--- src/rtl/uart_rx_ctrl.sv ---
// Receive sequencer for a byte-level 8N1 UART datapath: start detection, mid-bit
// sample pulses, stop check, little-endian word packing and idle-timeout flush.
module uart_rx_ctrl #(
    parameter int CLKS_PER_BIT = 16,
    parameter int TIMEOUT_BITS = 40
) (
    input  logic        clk,
    input  logic        reset,
    input  logic        ctrl_en,
    input  logic        rxd,
    output logic        rx_rst_n,
    output logic        rx_enable,
    input  logic        rx_load,
    input  logic [7:0]  rx_byte,
    output logic [31:0] word_data,
    output logic [2:0]  word_bytes,
    output logic        word_valid,
    input  logic        word_ready,
    output logic        frame_err,
    output logic        overrun,
    input  logic        err_clr
);

    localparam int BIT_W   = $clog2(CLKS_PER_BIT);
    localparam int TMO_CYC = TIMEOUT_BITS * CLKS_PER_BIT;
    localparam int TMO_W   = $clog2(TMO_CYC + 1);

    localparam logic [BIT_W-1:0] HALF_LD  = BIT_W'(CLKS_PER_BIT / 2 - 1);
    localparam logic [BIT_W-1:0] BIT_LD   = BIT_W'(CLKS_PER_BIT - 1);
    localparam logic [TMO_W-1:0] TMO_LAST = TMO_W'(TMO_CYC - 1);

    typedef enum logic [1:0] {IDLE, ALIGN, RUN, FLUSH} state_t;

    state_t             state;
    logic               rxd_p0, rxd_s, rxd_prev;
    logic [BIT_W-1:0]   bit_cnt;
    logic [3:0]         pulse_cnt;
    logic               stop_bit, stop_vld;
    logic               load_prev;
    logic               pend_vld;
    logic [7:0]         pend_byte;
    logic [2:0]         byte_cnt;
    logic [23:0]        asm_word;
    logic [TMO_W-1:0]   tmr;

    logic fall, load_rise, commit, pack, ferr_new, word_full, tmo_hit;
    logic deliver_req, out_free;

    function automatic logic [23:0] lane_mask(input logic [2:0] cnt);
        case (cnt)
            3'd1:    lane_mask = 24'h0000FF;
            3'd2:    lane_mask = 24'h00FFFF;
            default: lane_mask = 24'hFFFFFF;
        endcase
    endfunction

    assign rx_rst_n    = ~(reset | ~ctrl_en);
    assign fall        = rxd_prev & ~rxd_s;
    assign load_rise   = rx_load & ~load_prev;
    // A byte is committed only once both the datapath byte and its stop sample exist.
    assign commit      = ctrl_en & pend_vld & stop_vld & (state != FLUSH);
    assign pack        = commit & stop_bit;
    assign ferr_new    = commit & ~stop_bit;
    assign word_full   = pack & (byte_cnt == 3'd3);
    assign tmo_hit     = (state == IDLE) && (byte_cnt != 3'd0) && (tmr == TMO_LAST) && !commit;
    assign deliver_req = ctrl_en & (word_full | (state == FLUSH));
    assign out_free    = ~word_valid | word_ready;

    // Line synchronizer, idles high so reset never looks like a start edge
    always_ff @(posedge clk or posedge reset) begin
        if (reset) begin
            rxd_p0   <= 1'b1;
            rxd_s    <= 1'b1;
            rxd_prev <= 1'b1;
        end else begin
            rxd_p0   <= rxd;
            rxd_s    <= rxd_p0;
            rxd_prev <= rxd_s;
        end
    end

    // Bit-timing sequencer
    always_ff @(posedge clk or posedge reset) begin
        if (reset) begin
            state     <= IDLE;
            bit_cnt   <= '0;
            pulse_cnt <= '0;
            rx_enable <= 1'b0;
            stop_bit  <= 1'b0;
            stop_vld  <= 1'b0;
        end else if (!ctrl_en) begin
            state     <= IDLE;
            bit_cnt   <= '0;
            pulse_cnt <= '0;
            rx_enable <= 1'b0;
            stop_bit  <= 1'b0;
            stop_vld  <= 1'b0;
        end else begin
            rx_enable <= 1'b0;
            if (commit)
                stop_vld <= 1'b0;
            case (state)
                IDLE: begin
                    if (tmo_hit) begin
                        state <= FLUSH;
                    end else if (fall) begin
                        bit_cnt <= HALF_LD;
                        state   <= ALIGN;
                    end
                end
                ALIGN: begin
                    if (bit_cnt == '0) begin
                        if (rxd_s) begin
                            state <= IDLE;
                        end else begin
                            rx_enable <= 1'b1;
                            pulse_cnt <= 4'd1;
                            bit_cnt   <= BIT_LD;
                            state     <= RUN;
                        end
                    end else begin
                        bit_cnt <= bit_cnt - BIT_W'(1);
                    end
                end
                RUN: begin
                    // Pulse 11 follows pulse 10 immediately to park the datapath inside the stop bit
                    if (pulse_cnt == 4'd10) begin
                        rx_enable <= 1'b1;
                        pulse_cnt <= 4'd0;
                        state     <= IDLE;
                    end else if (bit_cnt == '0) begin
                        rx_enable <= 1'b1;
                        pulse_cnt <= pulse_cnt + 4'd1;
                        bit_cnt   <= BIT_LD;
                        if (pulse_cnt == 4'd9) begin
                            stop_bit <= rxd_s;
                            stop_vld <= 1'b1;
                        end
                    end else begin
                        bit_cnt <= bit_cnt - BIT_W'(1);
                    end
                end
                FLUSH:   state <= IDLE;
                default: state <= IDLE;
            endcase
        end
    end

    // Byte capture, lane assembly and idle timer
    always_ff @(posedge clk or posedge reset) begin
        if (reset) begin
            load_prev <= 1'b0;
            pend_vld  <= 1'b0;
            byte_cnt  <= '0;
            tmr       <= '0;
        end else if (!ctrl_en) begin
            load_prev <= 1'b0;
            pend_vld  <= 1'b0;
            byte_cnt  <= '0;
            tmr       <= '0;
        end else begin
            load_prev <= rx_load;
            if (commit)
                pend_vld <= 1'b0;
            if (load_rise) begin
                pend_vld  <= 1'b1;
                pend_byte <= rx_byte;
            end
            if (pack) begin
                byte_cnt <= (byte_cnt == 3'd3) ? 3'd0 : byte_cnt + 3'd1;
                case (byte_cnt)
                    3'd0:    asm_word[7:0]   <= pend_byte;
                    3'd1:    asm_word[15:8]  <= pend_byte;
                    3'd2:    asm_word[23:16] <= pend_byte;
                    default: ;
                endcase
                tmr <= '0;
            end else if (state == FLUSH) begin
                byte_cnt <= '0;
                tmr      <= '0;
            end else if (state == IDLE && byte_cnt != 3'd0) begin
                tmr <= tmr + TMO_W'(1);
            end
        end
    end

    // Output word register and sticky error flags
    always_ff @(posedge clk or posedge reset) begin
        if (reset) begin
            word_data  <= '0;
            word_bytes <= '0;
            word_valid <= 1'b0;
            frame_err  <= 1'b0;
            overrun    <= 1'b0;
        end else begin
            if (word_valid && word_ready)
                word_valid <= 1'b0;
            if (deliver_req && out_free) begin
                word_valid <= 1'b1;
                if (word_full) begin
                    word_data  <= {pend_byte, asm_word};
                    word_bytes <= 3'd4;
                end else begin
                    word_data  <= {8'h00, asm_word & lane_mask(byte_cnt)};
                    word_bytes <= byte_cnt;
                end
            end
            frame_err <= (frame_err & ~err_clr) | ferr_new;
            overrun   <= (overrun & ~err_clr) | (deliver_req & ~out_free);
        end
    end

endmodule

--- config.mk ---
export PLATFORM = sky130hd
export DESIGN_NAME = uart_rx_ctrl
export DESIGN_NICKNAME = d
export VERILOG_FILES = /design/src/rtl/uart_rx_ctrl.sv
export SDC_FILE = /design/constraint.sdc
export NUM_CORES = 1
export LEC_CHECK = 0
export ABC_AREA = 1
export CAP_MARGIN = 20
export CORE_ASPECT_RATIO = 0.8
export CORE_MARGIN = 2
export CORE_UTILIZATION = 46
export CTS_BUF_LIST = sky130_fd_sc_hd__clkbuf_4 sky130_fd_sc_hd__clkbuf_8
export DETAILED_ROUTE_END_ITERATION = 16
export GPL_TIMING_DRIVEN = 1
export PLACE_DENSITY = 0.71
export SETUP_SLACK_MARGIN = 0.15
export SLEW_MARGIN = 20
export SYNTH_ARGS = -nofsm -noshare
export SYNTH_HDL_FRONTEND = slang
export SYNTH_SLANG_ARGS = --single-unit
--- constraint.sdc ---
create_clock -name clk -period 2.2 [get_ports clk]
set_input_delay 0.44 -clock clk [delete_from_list [all_inputs] [get_ports clk]]
set_output_delay 0.44 -clock clk [all_outputs]
set_load 0.01 [all_outputs]
======== After elaboration in Yosys (flattened, before gate mapping) ========
Index checks and enable logic that the tools add are counted.
word-level totals
  ROM bits ................................ 0
  bits in writable memories ............... 0
  register bits after elaboration ......... 101
  latch bits .............................. 0
  output and inout bits ................... 40
  bits of input ports ..................... 15
  memories kept ........................... 0
operators by class
  bitwise gates (word level) .............. 27
  div/mod/pow operators ................... 0
  equal/unequal tests ..................... 28
  $mul .................................... 0
  $lt $le $gt $ge ......................... 0
  muxes and demuxes ....................... 57
  reduce and logical (&&, ||, !) cells .... 19
  shift operators ......................... 0
  add/subtract/negate cells ............... 4
operator list
  operator               number
  $mux 24                2
  $mux 4                 12
  $pmux 24 s2            1
  $mux 10                4
  $mux 32                1
  $and 24x24->24         1
  $mux 1                 22
  $reduce_and 4->1       5
  $ne 3x3->1 const B     6
  $mux 3                 5
  $and 1x1->1            12
  $mux 2                 6
  $ne 4x4->1 const B     3
  $pmux 4 s3             1
  $add 10x1->10 const B  1
  $eq 10x10->1 const B   1
  $ne 3x1->1 const B     3
  $not 1->1              9
  $eq 4x4->1 const B     2
  $ne 4x1->1 const B     2
  $pmux 2 s4             1
  $pmux 4 s2             1
  $eq 3x2->1 const B     2
  $ne 2x1->1 const B     3
  other kinds (18)       29

======== Depth between registers and ports, before layout ========
Gate-level depths: netlist of run 1.
  depth after elaboration ................. 11
  depth in mapped cells ................... 11
  gate-level depth less buffers ........... 10

======== Least setup slack after synthesis of run 1 ========
No wires, ideal clock.
  path type ............................... register to register
  from .................................... register state[0]
  to ...................................... register asm_word[16] (enable)
  required time ........................... 1830 ps
  library setup time ...................... 370 ps
  path slack .............................. 210 ps
  stages on the path, launching flop included .. 9
  buffers on the path ..................... 0
  data arrival time ....................... 1620 ps
  period minus slack after synthesis ...... 1990 ps
  cell sequence ........................... dfrtp_1 -> ha_1 -> inv_1 -> nand2_1 -> nor2_2 -> nand2_1 -> clkinv_1 -> nand2_1 -> nor2_1
on the way
  longest elaborated chain between the ends .. 4
ends and longest elaborated chain
  what                        line  source
  start: declaration          34    state_t state;
  start signal: assignment    85    state <= IDLE;
  start signal: assignment    92    state <= IDLE;
  start signal: assignment    105   state <= FLUSH;
  $ne 2x2->1                  61    assign commit = ctrl_en & pend_vld & stop_vld & (state != FLUSH);
  $and 1x1->1                 61
  $and 1x1->1                 62    assign pack = commit & stop_bit;
  $reduce_and 4->1 (no line)  -
  end signal: assignment      174   3'd2: asm_word[23:16] <= pend_byte;
  end: declaration            43    logic [23:0] asm_word;
Every way passes these cells.
A chain may end at the register's enable or synchronous reset.

======== Worst setup path after layout of run 1 ========
  from .................................... input port ctrl_en
  to ...................................... output port rx_rst_n
on the way
  longest elaborated chain between the ends .. 3
ends and longest elaborated chain
  what                line  source
  start: declaration  9     input logic ctrl_en,
  $not 1->1           57    assign rx_rst_n = ~(reset | ~ctrl_en);
  $or 1x1->1          57
  $not 1->1           57
  end: declaration    11    output logic rx_rst_n,
Every way passes these cells.

==> metrics.txt, run 1 <==
# TYPE chip_impl_metric gauge
chip_impl_metric{name="period_needed",unit="ns"} 1.95
chip_impl_info{name="grt_setup_unrepaired",value="no"} 1
chip_impl_info{name="crit_type",value="in2out"} 1
chip_impl_metric{name="drtIter0Drc",unit=""} 154
chip_impl_metric{name="synthesis.area",unit="sq mm"} 0.00441
chip_impl_metric{name="reg_clk_slew_reported_paths",unit="ns"} 0.09
chip_impl_metric{name="drtAntennaViolNets",unit=""} 0
chip_impl_metric{name="ys_seq_area_frac",unit=""} 0.610
chip_impl_metric{name="fillerInstances",unit=""} 756
chip_impl_metric{name="post_cts.repair.setup_buffers",unit=""} 0
chip_impl_metric{name="grt_use_total",unit=""} 0.189
chip_impl_metric{name="clk-insertion-delay-late",unit="ns"} 0.37
chip_impl_info{name="run_status",value="completed"} 1
chip_impl_metric{name="seqCellArea",unit="sq mm"} 0.00269
chip_impl_metric{name="max_cap_viol_count",unit=""} 0
chip_impl_metric{name="clock_buffer_count_from_cts",unit=""} 9
chip_impl_metric{name="final_area",unit="sq mm"} 0.00543
chip_impl_metric{name="nets",unit=""} 555
chip_impl_metric{name="final.setup_skew",unit="ns"} 0.0102
chip_impl_metric{name="first_global_vias",unit=""} 3197
chip_impl_metric{name="dpl_cell_area",unit="sq mm"} 0.00521
chip_impl_metric{name="final_worst_path_cycle_share",unit=""} 0.888
chip_impl_metric{name="area_used_by_multi_input_combinational_logic",unit="sq mm"} 0.00149
chip_impl_metric{name="ys_ff_latch",unit=""} 101
chip_impl_metric{name="timing.slew.headroom",unit=""} 0.666
chip_impl_metric{name="worstMarginPinSlew",unit="ns"} 0.501
chip_impl_metric{name="leakagePower",unit="uW"} 0.00248
chip_impl_metric{name="via_cell_ratio",unit=""} 4.98
chip_impl_metric{name="setup-violations-final",unit=""} 0
chip_impl_metric{name="avgSynthCellArea",unit="sq um"} 9.68
chip_impl_metric{name="syn-instance-count",unit=""} 456
chip_impl_metric{name="final-hold-violation-count",unit=""} 0
chip_impl_metric{name="drc",unit=""} 0
chip_impl_info{name="tritoncts",value="built"} 1
chip_impl_metric{name="postCtsHoldBufs",unit=""} 0
chip_impl_metric{name="fp.dieW",unit="microns"} 114
chip_impl_metric{name="syn_to_final_growth",unit="%"} 23.1
chip_impl_metric{name="yosysWarnings",unit=""} 0
chip_impl_metric{name="mappedNetlistNets",unit=""} 482
chip_impl_metric{name="globalplace.congestion",unit=""} 0.776
chip_impl_metric{name="drt_first_pass_iters",unit=""} 4
chip_impl_metric{name="coreArea",unit="sq mm"} 0.00919
chip_impl_info{name="crit_path_start_kind",value="input pin"} 1
chip_impl_metric{name="hold_ws",unit="ns"} 0.362
chip_impl_metric{name="report.final.slew_viol_count",unit=""} 0
chip_impl_metric{name="drt-total-wl",unit="microns"} 8920
chip_impl_metric{name="num_rows",unit=""} 31
chip_impl_metric{name="grt_start_max_net_pins",unit=""} 46
chip_impl_info{name="worstSetupEndpointType",value="primary output"} 1
chip_impl_metric{name="crit_path_max_fanout",unit=""} 4
chip_impl_metric{name="layout-drive-gt1-share",unit=""} 0.0936
chip_impl_metric{name="arrival",unit="ns"} 1.51
chip_impl_info{name="clock_tree.root_cell",value="sky130_fd_sc_hd__clkbuf_8"} 1
chip_impl_info{name="hold_path_class",value="reg2reg"} 1
chip_impl_metric{name="grt.overflow.total",unit=""} 0
chip_impl_metric{name="worst-endpoint-required",unit="ns"} 1.76
chip_impl_metric{name="portBuffers",unit=""} 54
chip_impl_metric{name="grt_antenna_before_repair",unit=""} 0
chip_impl_metric{name="htree_levels",unit=""} 3
chip_impl_metric{name="via_count",unit=""} 3231
chip_impl_metric{name="grt_pass1_wl",unit="microns"} 15200
chip_impl_metric{name="floorplan.die_area",unit="sq mm"} 0.0104
chip_impl_metric{name="cts_resized",unit=""} 1
chip_impl_metric{name="distinct_cell_type_count_of_the_synthesized_netlist",unit=""} 34
chip_impl_metric{name="power.ir.vdd_worst",unit="uV"} 437
chip_impl_metric{name="cts.sink_count",unit=""} 101
chip_impl_metric{name="antenna_cells",unit=""} 0
chip_impl_metric{name="final_critical_path_setup_slack",unit="ns"} 0.245
chip_impl_metric{name="routedWlPerCell",unit="microns"} 13.7
chip_impl_metric{name="power_density",unit="mW/mm^2"} 903
chip_impl_metric{name="die_h",unit="microns"} 91.6
chip_impl_metric{name="cts_buffer_depth",unit=""} 2
chip_impl_metric{name="floorplan.io_pins",unit=""} 55
chip_impl_metric{name="fmax",unit="MHz"} 512
chip_impl_metric{name="floorplan.initialDensity",unit=""} 0.480
chip_impl_metric{name="dpl.hpwl",unit="microns"} 6370
chip_impl_metric{name="dpl_worst_slack",unit="ns"} -0.0343
[cell families after synthesis]
family,synth area share
buffers and inverters,0.0522
AND/OR/NAND/NOR,0.223
AO/OA/AOI/OAI,0.0777
XOR/XNOR,0.00596
adder cells (fa/ha/maj),0.0312
flip-flops,0.610
[power breakdown]
part / total, uW / switching [uW] / internal [uW]
clock: 1310 / 623 / 689
sequential: 2380 / 176 / 2200
combinational: 1220 / 609 / 610
total: 4910 / 1410 / 3500
[cell type report]
cell class                 count  share of cell area
tap                          115              0.0265
timing repair buffer          73               0.132
inverter                      41              0.0292
multi-input combinational    303               0.275
clock buffer                  11              0.0267
sequential                   101               0.495
clock inverter                 5              0.0152
[critical path, stage by stage]
cell                              delay (ns)
sky130_fd_sc_hd__clkdlybuf4s50_1        0.55
sky130_fd_sc_hd__inv_1                  0.08
sky130_fd_sc_hd__nor2_1                 0.15
sky130_fd_sc_hd__dlygate4sd2_1          0.30
[stage by stage]
stage | util | TNS, ns | power (uW) | std cells
after floorplan | - | 0 | 3020 | 456
after CTS | 0.591 | 0 | 4960 | 649
final | 0.591 | 0 | 4910 | 649
after global routing | 0.591 | 0 | 5210 | 649
after detailed placement | 0.566 | -0.698 | 3640 | 633
after global placement | 0.566 | -0.0307 | 3590 | 633
[routing by layer]
metal / GRT usage / up-vias / share of wire
li1: - / 1630 / -
met3: 0.0581 / 7 / 0.053
met1: 0.272 / 1507 / 0.49
met4: 0.0478 / 0 / 0.011
met2: 0.281 / 87 / 0.45
met5: 0 / - / 0
[cell usage in the layout, fill, tap and decap left out, drive strengths merged]
cell,n
a21oi,10
and3,1
nand4,4
dfrtp,66
clkinvlp,1
inv,39
nand3b,2
nand2,153
nor3,4
dlygate4sd2,1
clkdlybuf4s50,53
o21ai,28
clkbuf,11
or2,1
ha,11
o211ai,1
bufinv,2
dfstp,3
a21boi,16
o22ai,4
nor2,31
and2,1
buf,19
edfxtp,32
clkinv,4
nand3,32
xor2,3
nor2b,1
[registers in the layout (all words and copies together), names as in the netlist, 2 cells and up]
register    flops
asm_word       24
bit_cnt         4
byte_cnt        3
pend_byte       8
pulse_cnt       4
state           2
tmr            10
word_bytes      3
word_data      32
[path summary, 6_finish.rpt]
kind                                 end  startpoint  slack (ns)  cells after the start
setup reg to reg             asm_word[6]    state[0]        0.40                      9
max in group asynchronous  word_data[23]       reset        1.17                      4
hold reg to reg                    rxd_s      rxd_p0        0.36                      0
setup / recovery                rx_rst_n     ctrl_en        0.25                      4
min in group asynchronous    byte_cnt[1]       reset        0.54                      3
hold / removal                     rxd_s      rxd_p0        0.36                      0
[synthesized netlist by cell type]
master	count	area [sq um]
sky130_fd_sc_hd__clkinv_2	1	5.00
sky130_fd_sc_hd__nor3_4	1	16.3
sky130_fd_sc_hd__nand3_1	30	150
sky130_fd_sc_hd__dfstp_2	3	78.8
sky130_fd_sc_hd__dfrtp_1	66	1650
sky130_fd_sc_hd__nand2_2	2	12.5
sky130_fd_sc_hd__nand3_4	1	17.5
sky130_fd_sc_hd__buf_4	1	7.51
sky130_fd_sc_hd__nor3_1	3	15.0
sky130_fd_sc_hd__nor2b_1	1	6.26
sky130_fd_sc_hd__edfxtp_1	32	961
sky130_fd_sc_hd__nand2_4	1	11.3
sky130_fd_sc_hd__nand4_1	4	25.0
sky130_fd_sc_hd__nand2_1	150	563
sky130_fd_sc_hd__nor2_1	28	105
sky130_fd_sc_hd__nand3_2	1	10.0
sky130_fd_sc_hd__o21ai_1	10	50.1
sky130_fd_sc_hd__ha_1	11	138
sky130_fd_sc_hd__xor2_1	3	26.3
sky130_fd_sc_hd__buf_2	6	30.0
sky130_fd_sc_hd__nor2_2	3	18.8
sky130_fd_sc_hd__nand3b_1	2	15.0
sky130_fd_sc_hd__buf_6	3	33.8
sky130_fd_sc_hd__and3_1	1	6.26
sky130_fd_sc_hd__and2_1	1	6.26
sky130_fd_sc_hd__a21boi_0	16	120
sky130_fd_sc_hd__o22ai_1	4	25.0
sky130_fd_sc_hd__o21ai_0	18	90.1
sky130_fd_sc_hd__a21oi_1	10	50.1
sky130_fd_sc_hd__clkbuf_1	1	3.75
sky130_fd_sc_hd__clkinv_1	1	3.75
sky130_fd_sc_hd__or2_2	1	6.26
sky130_fd_sc_hd__o211ai_1	1	7.51
sky130_fd_sc_hd__inv_1	39	146
Note: power is estimated with default switching activity, not from simulation.
==> run 2, diff against run 1 <==
--- a/config.mk
+++ b/config.mk
@@ -7,12 +7,12 @@
 export LEC_CHECK = 0
 export ABC_AREA = 1
 export CAP_MARGIN = 20
-export CORE_ASPECT_RATIO = 0.8
 export CORE_MARGIN = 2
 export CORE_UTILIZATION = 46
 export CTS_BUF_LIST = sky130_fd_sc_hd__clkbuf_4 sky130_fd_sc_hd__clkbuf_8
 export DETAILED_ROUTE_END_ITERATION = 16
 export GPL_TIMING_DRIVEN = 1
+export HOLD_SLACK_MARGIN = 0.06
 export PLACE_DENSITY = 0.71
 export SETUP_SLACK_MARGIN = 0.15
 export SLEW_MARGIN = 20
==> constraint.sdc (replaced) <==
create_clock -name clk -period 2.2 [get_ports clk]
set_input_delay 0.44 -clock clk [delete_from_list [all_inputs] [get_ports clk]]
set_output_delay 0.44 -clock clk [all_outputs]
set_load 0.1 [all_outputs]
==> run 2 against run 1 <==
Global-route usage fell by 1.0 points. Non-clock buffer count is 1 higher. Critical endpoint unchanged. Maximum frequency decreased by 1.8%. Count of clock-buffer cells in the layout shrank 2. Clock power is 16% lower. Sequential share of layout area increased by 0.88 points. Setup slack worse by 0.037 ns. Combinational power rose by 110%. First-iteration DRC count is 27% lower. Total power up 23%.
==> metrics.txt, run 2 (same netlist as run 1, synthesis figures left out) <==
# TYPE chip_impl_metric gauge
chip_impl_info{name="run_status",value="completed"} 1
chip_impl_metric{name="grt.overflow.total",unit=""} 0
chip_impl_info{name="grt_setup_unrepaired",value="no"} 1
chip_impl_metric{name="cts.sink_count",unit=""} 101
chip_impl_metric{name="fillerInstances",unit=""} 814
chip_impl_info{name="layout.cells.most_common",value="sky130_fd_sc_hd__nand2_1"} 1
chip_impl_metric{name="num_rows",unit=""} 35
chip_impl_metric{name="power_density",unit="mW/mm^2"} 1130
chip_impl_metric{name="layout-drive-gt1-share",unit=""} 0.170
chip_impl_metric{name="portBuffers",unit=""} 54
chip_impl_info{name="crit_type",value="in2out"} 1
chip_impl_metric{name="via_cell_ratio",unit=""} 4.79
chip_impl_info{name="clock_tree.root_cell",value="sky130_fd_sc_hd__clkbuf_8"} 1
chip_impl_metric{name="grt_start_max_net_pins",unit=""} 37
chip_impl_metric{name="cts_buffer_depth",unit=""} 2
chip_impl_metric{name="final_worst_path_cycle_share",unit=""} 0.905
chip_impl_metric{name="setup-violations-final",unit=""} 0
chip_impl_info{name="regToRegStartpoint",value="state[0]"} 1
chip_impl_metric{name="htree_levels",unit=""} 3
chip_impl_metric{name="power_frac_seq",unit=""} 0.392
chip_impl_metric{name="m1WireLength",unit="microns"} 3910
chip_impl_metric{name="timing.slew.headroom",unit=""} 0.611
chip_impl_metric{name="placedCellCount",unit=""} 648
chip_impl_metric{name="drt_first_pass_iters",unit=""} 4
chip_impl_metric{name="crit_path_max_fanout",unit=""} 8
chip_impl_metric{name="layout.cells.non_filler",unit=""} 664
chip_impl_metric{name="die_h",unit="microns"} 102
chip_impl_metric{name="worst-endpoint-required",unit="ns"} 1.76
chip_impl_metric{name="pwr-share-comb",unit=""} 0.427
chip_impl_metric{name="globalplace.congestion",unit=""} 0.828
chip_impl_info{name="critPathLaunch",value="ctrl_en"} 1
chip_impl_metric{name="final.setup_skew",unit="ns"} 0.0137
chip_impl_metric{name="reg_clk_slew_reported_paths",unit="ns"} 0.09
chip_impl_metric{name="p_int",unit="uW"} 3180
chip_impl_info{name="worstSetupEndpointType",value="primary output"} 1
chip_impl_info{name="crit_path_start_kind",value="input pin"} 1
chip_impl_metric{name="final-hold-violation-count",unit=""} 0
chip_impl_metric{name="max_cap_viol_count",unit=""} 0
chip_impl_metric{name="grt_use_total",unit=""} 0.179
chip_impl_metric{name="met3_wire_length",unit="microns"} 295
chip_impl_metric{name="wl_met2",unit="microns"} 4300
chip_impl_metric{name="max_ffs_per_register",unit=""} 32
chip_impl_metric{name="postCtsHoldBufs",unit=""} 0
chip_impl_metric{name="dpl_cell_area",unit="sq mm"} 0.00515
chip_impl_metric{name="power.ir.vdd_worst",unit="uV"} 821
chip_impl_metric{name="coreArea",unit="sq mm"} 0.00928
chip_impl_metric{name="sw_frac_of_total",unit=""} 0.475
chip_impl_metric{name="drtIter0Drc",unit=""} 112
chip_impl_info{name="top_layer_used",value="met4"} 1
chip_impl_metric{name="drtAntennaViolNets",unit=""} 0
chip_impl_metric{name="final_area",unit="sq mm"} 0.00534
chip_impl_metric{name="syn_to_final_growth",unit="%"} 21.0
chip_impl_metric{name="drt-total-wl",unit="microns"} 8610
chip_impl_metric{name="clock_buffer_count_from_cts",unit=""} 9
chip_impl_info{name="largest_register",value="word_data"} 1
chip_impl_metric{name="switchingPower",unit="uW"} 2880
chip_impl_metric{name="routedWlPerCell",unit="microns"} 13.0
chip_impl_info{name="hold_path_class",value="reg2reg"} 1
chip_impl_metric{name="clk-insertion-delay-late",unit="ns"} 0.37
chip_impl_info{name="final_cell_mix",value="sky130_fd_sc_hd__nand2_1 (150), sky130_fd_sc_hd__dfrtp_1 (66), sky130_fd_sc_hd__buf_4 (55)"} 1
chip_impl_metric{name="floorplan.die_area",unit="sq mm"} 0.0104
chip_impl_metric{name="arrival",unit="ns"} 1.55
chip_impl_metric{name="grt_antenna_before_repair",unit=""} 0
chip_impl_metric{name="floorplan.io_pins",unit=""} 55
chip_impl_metric{name="fmax",unit="MHz"} 502
chip_impl_metric{name="setup_tns",unit="ns"} 0
chip_impl_info{name="hold_path_startpoint",value="rxd_p0"} 1
chip_impl_metric{name="via_count",unit=""} 3179
chip_impl_metric{name="worstMarginPinSlew",unit="ns"} 0.584
chip_impl_metric{name="report.final.slew_viol_count",unit=""} 0
chip_impl_info{name="tritoncts",value="built"} 1
chip_impl_metric{name="fp.dieW",unit="microns"} 102
chip_impl_metric{name="floorplan.initialDensity",unit=""} 0.475
chip_impl_metric{name="dpl.hpwl",unit="microns"} 6560
chip_impl_metric{name="antenna_cells",unit=""} 0
chip_impl_metric{name="drc",unit=""} 0
chip_impl_metric{name="nets",unit=""} 556
chip_impl_metric{name="leakagePower",unit="uW"} 0.00253
chip_impl_metric{name="post_cts.repair.setup_buffers",unit=""} 0
chip_impl_metric{name="period_needed",unit="ns"} 1.99
chip_impl_metric{name="grt_pass1_wl",unit="microns"} 14500
chip_impl_metric{name="first_global_vias",unit=""} 3121
chip_impl_info{name="reg.largest.list",value="word_data (32), asm_word (24), tmr (10)"} 1
chip_impl_metric{name="clock_power_share",unit=""} 0.181
## run 2: cell types whose count changed in the layout (fill, tap and decap cells not counted), sizes merged
cell / delta
bufinv: -2
clkbuf: -2
clkdlybuf4s50: -39
clkinvlp: +2
dlygate4sd2: -1
buf: +41
inv: +2
## run 2: cell type report
type | instances | area [sq um] | area share
clock buffer | 9 | 124 | 0.0232
clock inverter | 7 | 58.8 | 0.0110
multi-input combinational | 303 | 1500 | 0.281
timing repair buffer | 74 | 644 | 0.121
inverter | 41 | 159 | 0.0298
tap | 129 | 161 | 0.0302
sequential | 101 | 2690 | 0.504
## run 2: metrics by stage
stage                      util  power, uW  hold WS [ns]  worst slack [ns]
after floorplan               -       4430         0.345            0.0336
after global placement    0.555       4980         0.347            0.0932
after detailed placement  0.555       5010         0.347            0.0599
after CTS                 0.575       6100         0.362             0.182
after global routing      0.575       6340         0.363             0.151
final                     0.575       6050         0.361             0.209
## run 2: repair_timing
action / in CTS / in global routing
gates resized for setup: 0 / 1
endpoints found under the hold margin: 0 / 0
endpoints found under the setup margin: 0 / 1
## run 2: path summary, 6_finish.rpt
path | slack (ns) | cells past startpoint | end
worst min register to register | 0.36 | 0 | rxd_s
max in group asynchronous | 1.11 | 3 | rxd_prev
worst max-delay path | 0.21 | 5 | rx_rst_n
worst min-delay path | 0.36 | 0 | rxd_s
min in group asynchronous | 0.56 | 2 | load_prev
worst max register to register | 0.38 | 9 | asm_word[6]
## run 2: layer usage
layer,global-route usage,vias to the layer above
met1,0.225,1478
met5,0,-
met3,0.0390,8
met2,0.313,55
met4,0.0523,0
li1,-,1638
## run 2: power groups by stage
stage / combinational [uW] / clock [uW] / sequential, uW
3_5_place_dp: 2600 / 0 / 2410
5_1_grt: 2730 / 1210 / 2410
6_report: 2580 / 1100 / 2370
4_1_cts: 2600 / 1130 / 2380
2_1_floorplan: 550 / 0 / 3880
3_3_place_gp: 2570 / 0 / 2400
## run 2: critical path, cell delays in order
cell,delay [ns]
sky130_fd_sc_hd__clkdlybuf4s50_1,0.56
sky130_fd_sc_hd__buf_6,0.16
sky130_fd_sc_hd__inv_1,0.07
sky130_fd_sc_hd__nor2_4,0.12
sky130_fd_sc_hd__buf_12,0.19
